===== src/rtl/cci_mpf_prim_fifo_skid_pkg.sv =====
// cci_mpf_prim_fifo_skid_pkg: state encoding and occupancy width shared by the skid FIFO.
package cci_mpf_prim_fifo_skid_pkg;
    localparam int OCC_BITS = 2;
    // Encoding doubles as the entry count, so occupancy is the state itself.
    typedef enum logic [OCC_BITS-1:0] {
        EMPTY = 2'd0,
        ONE   = 2'd1,
        FULL  = 2'd2
    } t_skid_state;
endpackage


===== src/rtl/cci_mpf_prim_sat_counter.sv =====
// cci_mpf_prim_sat_counter: saturating event counter that stops at all-ones.
module cci_mpf_prim_sat_counter #(
    parameter int N_BITS = 32
) (
    input  logic              clk,
    input  logic              reset_n,
    input  logic              inc,
    output logic [N_BITS-1:0] value
);
    always_ff @(posedge clk or negedge reset_n) begin
        if (!reset_n) value <= '0;
        else if (inc && !(&value)) value <= value + N_BITS'(1);
    end
endmodule


===== src/rtl/cci_mpf_prim_fifo_skid.sv =====
// cci_mpf_prim_fifo_skid: two-entry skid buffer that decouples a BRAM FIFO dequeue from downstream ready.
// Define CCI_MPF_PRIM_FIFO_SKID_STATS_EN to build the saturating stall counter.
module cci_mpf_prim_fifo_skid
    import cci_mpf_prim_fifo_skid_pkg::*;
#(
    parameter int N_DATA_BITS = 32,
    parameter int N_STAT_BITS = 32
) (
    input  logic                   clk,
    input  logic                   reset_n,
    input  logic [N_DATA_BITS-1:0] fifo_first,
    input  logic                   fifo_notEmpty,
    output logic                   fifo_deq,
    output logic [N_DATA_BITS-1:0] out_data,
    output logic                   out_valid,
    input  logic                   out_ready,
    output logic [OCC_BITS-1:0]    occupancy,
    output logic [N_STAT_BITS-1:0] stall_cycles
);
    t_skid_state state, state_nxt;
    logic [N_DATA_BITS-1:0] skid;
    logic load_main, load_skid, from_skid, deq_ok;

    // deq_ok is a registered copy of (state != FULL) that reset clears, keeping fifo_deq low in reset.
    assign fifo_deq  = fifo_notEmpty && deq_ok;
    assign out_valid = (state != EMPTY);
    assign occupancy = state;

    always_ff @(posedge clk or negedge reset_n) begin
        if (!reset_n) begin
            state  <= EMPTY;
            deq_ok <= 1'b0;
        end else begin
            state  <= state_nxt;
            deq_ok <= (state_nxt != FULL);
        end
    end

    always_comb begin
        state_nxt = state;
        load_main = 1'b0;
        load_skid = 1'b0;
        from_skid = 1'b0;
        case (state)
            EMPTY: if (fifo_deq) begin
                state_nxt = ONE;
                load_main = 1'b1;
            end
            ONE: if (fifo_deq && out_ready) begin
                load_main = 1'b1;
            end else if (fifo_deq) begin
                state_nxt = FULL;
                load_skid = 1'b1;
            end else if (out_ready) begin
                state_nxt = EMPTY;
            end
            FULL: if (out_ready) begin
                state_nxt = ONE;
                from_skid = 1'b1;
            end
            default: state_nxt = EMPTY;
        endcase
    end

    always_ff @(posedge clk) begin
        if (load_main) out_data <= fifo_first;
        else if (from_skid) out_data <= skid;
        if (load_skid) skid <= fifo_first;
    end

`ifdef CCI_MPF_PRIM_FIFO_SKID_STATS_EN
    cci_mpf_prim_sat_counter #(.N_BITS(N_STAT_BITS)) stall_ctr (
        .clk     (clk),
        .reset_n (reset_n),
        .inc     (out_valid && !out_ready),
        .value   (stall_cycles)
    );
`else
    assign stall_cycles = '0;
`endif
endmodule


===== config.mk =====
export PLATFORM = sky130hd
export DESIGN_NAME = cci_mpf_prim_fifo_skid
export DESIGN_NICKNAME = d
export VERILOG_FILES = /design/src/rtl/cci_mpf_prim_fifo_skid_pkg.sv /design/src/rtl/cci_mpf_prim_sat_counter.sv /design/src/rtl/cci_mpf_prim_fifo_skid.sv
export SDC_FILE = /design/constraint.sdc
export NUM_CORES = 1
export LEC_CHECK = 0
export ABC_CLOCK_PERIOD_IN_PS = 3300
export CAP_MARGIN = 25
export CELL_PAD_IN_SITES_DETAIL_PLACEMENT = 0
export CELL_PAD_IN_SITES_GLOBAL_PLACEMENT = 2
export CORE_ASPECT_RATIO = 1.2
export CORE_UTILIZATION = 28
export DETAILED_ROUTE_END_ITERATION = 12
export PLACE_DENSITY_LB_ADDON = 0.1
export SLEW_MARGIN = 20
export SYNTH_ARGS = -nofsm -noshare
export SYNTH_HDL_FRONTEND = slang
export SYNTH_SLANG_ARGS = --single-unit

===== constraint.sdc =====
create_clock -name clk -period 3.3 [get_ports clk]
set_input_delay 0.99 -clock clk [delete_from_list [all_inputs] [get_ports clk]]
set_output_delay 0.99 -clock clk [all_outputs]
set_load 0.05 [all_outputs]

==> flow_summary.ini <==
[yosys]
syn_area_um2 = 2880
yosysWarnings = 0
post-synth-top-area-cell = edfxtp_1
synth_top_area_share_pct = 66.8
ys_top_cells_by_area = edfxtp_1 (67%), mux2_4 (16%), buf_4 (8.3%), dfrtp_1 (2.6%), buf_12 (2.1%)
synthAdderAreaFrac_pct = 0
ys_ff_latch = 67
synth_top_family_by_area = multiplexers
synth_cells = 151
ys_types = 17
postSynthAreaPerCell_um2 = 19.1
synth.area.mux_share_pct = 16.8
synth_compound_gate_area_share_pct = 0.695
synth_xor_xnor_area_share_pct = 0
yosys.area_share.simple_pct = 2.17
yosysSeqAreaShare_pct = 69.4

[timing]
tightest_slew_ps = 535
hold_viol_final = 0
max-slew-margin-rel_pct = 64.2
slew_viol_final = 0
fin_hold_ws_ps = 543
period_minus_slack_ps = 2860
skew_ps = 6.05
rsz0062_at_grt = false
final-setup-viol-count = 0
tns_ps = 0
fmax_mhz = 350
finalCritPeriodShare_pct = 86.6

[die]
die_w_um = 94.6
fp.dieH_um = 113
dieArea_um2 = 10700
core_area_um2 = 10000
num_rows = 40
ios = 104
initial_utilization_pct = 28.8

[run_status]
status = finished, final reports clean

[placement]
io_buffer_count = 71
hpwl_mm = 3.42
post_dp_cell_area_um2 = 3640
dp_cells = 346
gp_congestion = 0.726

[worst_hold_path]
hp-class = flip-flop to flip-flop

[global_route]
grt_pass1_wl_mm = 7.95
antenna_found_initial = 0
grt.overflow.total = 0
first_global_vias = 1501
grt_max_degree = 33
track_usage_pct = 10.4

[detailed_routing]
drc = 0
num_vias = 1409
drt_pass1_iterations = 4
wl_per_cell_um = 14.2
first_iter_violations = 32
vias_per_cell = 3.89
routed_wl_mm = 5.14
postRouteAntennaNets = 0

[clock_tree]
cts_tree = built
cts_root_buf = clkbuf_16
cts_hold_buf = 0
cts_buffers = 9
clk_latency_ps = 320
htreeDepth = 3
cts_num_sinks = 67
ctsResizeCount = 0
cts_setup_buffers = 0
clkTransAtPathRegs_ps = 50
cts_max_path_buffers = 2

[finish]
final_common_cell = clkdlybuf4s50_1
n_fill_cell = 938
final_layout_size_suffix_gt1_share_pct = 22.0
final_cell_count_no_fill = 362
finalInstanceArea_um2 = 3920
final_util_pct = 39.2
diodes = 0
syn_to_final_growth_pct = 36.1
final_cell_mix = clkdlybuf4s50_1 (70), edfxtp_1 (64), conb_1 (32), mux2_4 (30), clkbuf_16 (9)
nets = 267

[setup_path]
critical_path_arrival_ps = 1870
critPathLaunchType = input pin
path_max_fanout = 3
cp.required_ps = 2310
critPathCaptureType = output port
worst-setup-path-type = input pin to output port

[power]
ir_worst_vdd_uv = 370
p_per_area_nw_per_um2 = 878
leakage_nw = 1.46

[job]
cap_violations = 0
[worst paths after layout]
check	from	end	slack, ps	cells past startpoint
max in group asynchronous	reset_n	occupancy[0]$_DFF_PN0_	2310	1
min in group asynchronous	reset_n	occupancy[1]$_DFF_PN0_	850	1
min	skid[25]$_DFFE_PP_	out_data[25]$_DFFE_PP_	540	1
max reg2reg	occupancy[0]$_DFF_PN0_	out_data[31]$_DFFE_PP_	1570	4
max	fifo_notEmpty	fifo_deq	440	3
min reg2reg	skid[25]$_DFFE_PP_	out_data[25]$_DFFE_PP_	540	1
[critical path, stage by stage]
cell and delay, ps:
clkdlybuf4s50_1 480, and2_1 230, buf_12 160
[cell type report]
| class | instances | area, um2 | share of cell area (%) |
|---|---|---|---|
| flip-flops and latches | 67 | 2000 | 51.0 |
| multi-input cells | 79 | 706 | 18.0 |
| well taps | 126 | 158 | 4.02 |
| clock inverters | 4 | 41.3 | 1.05 |
| repair buffers | 74 | 781 | 19.9 |
| clock buffers | 12 | 236 | 6.03 |
[per-stage QoR]
step | worst slack (ps) | total power [mW]
final | 441 | 3.44
after global routing | 419 | 3.58
after detailed placement | 443 | 2.59
after CTS | 436 | 3.49
after global placement | 485 | 2.56
after floorplan | 369 | 2.22
[layer usage]
metal  track usage [%]  vias up  routed length (um)
li1                  -      654                   -
met1              11.1      684                1990
met2              17.7       61                2720
met3              2.15       10                 290
met4              7.88        0                 142
met5                 0        -                   0
[power breakdown]
| part | internal, mW | switching [mW] | total (mW) |
|---|---|---|---|
| sequential | 1.18 | 0.0618 | 1.24 |
| combinational | 0.479 | 0.832 | 1.31 |
| clock | 0.577 | 0.316 | 0.893 |
[sequential cells by signal, summed over array words and instances, names as in the netlist]
name and count:
occupancy 2, out_data 32, skid 32, deq_ok 1
[synthesized netlist by cell type (all sizes together)]
cell	count
a21oi	1
and2	2
and3b	1
buf	36
conb	1
dfrtp	3
edfxtp	64
mux2	33
nand2b	2
nor2	2
nor2b	1
o21ai	3
or2	2
[logic make-up (layout without fill, tap and decap cells)]
logic type      count (synthesis)  in the layout
flops                          67             67
buf+inv                        36             90
mux                            33             33
simple gates                   10             10
compound gates                  4              4
other cells                     1             32
Power figures use the tool's default switching activity.
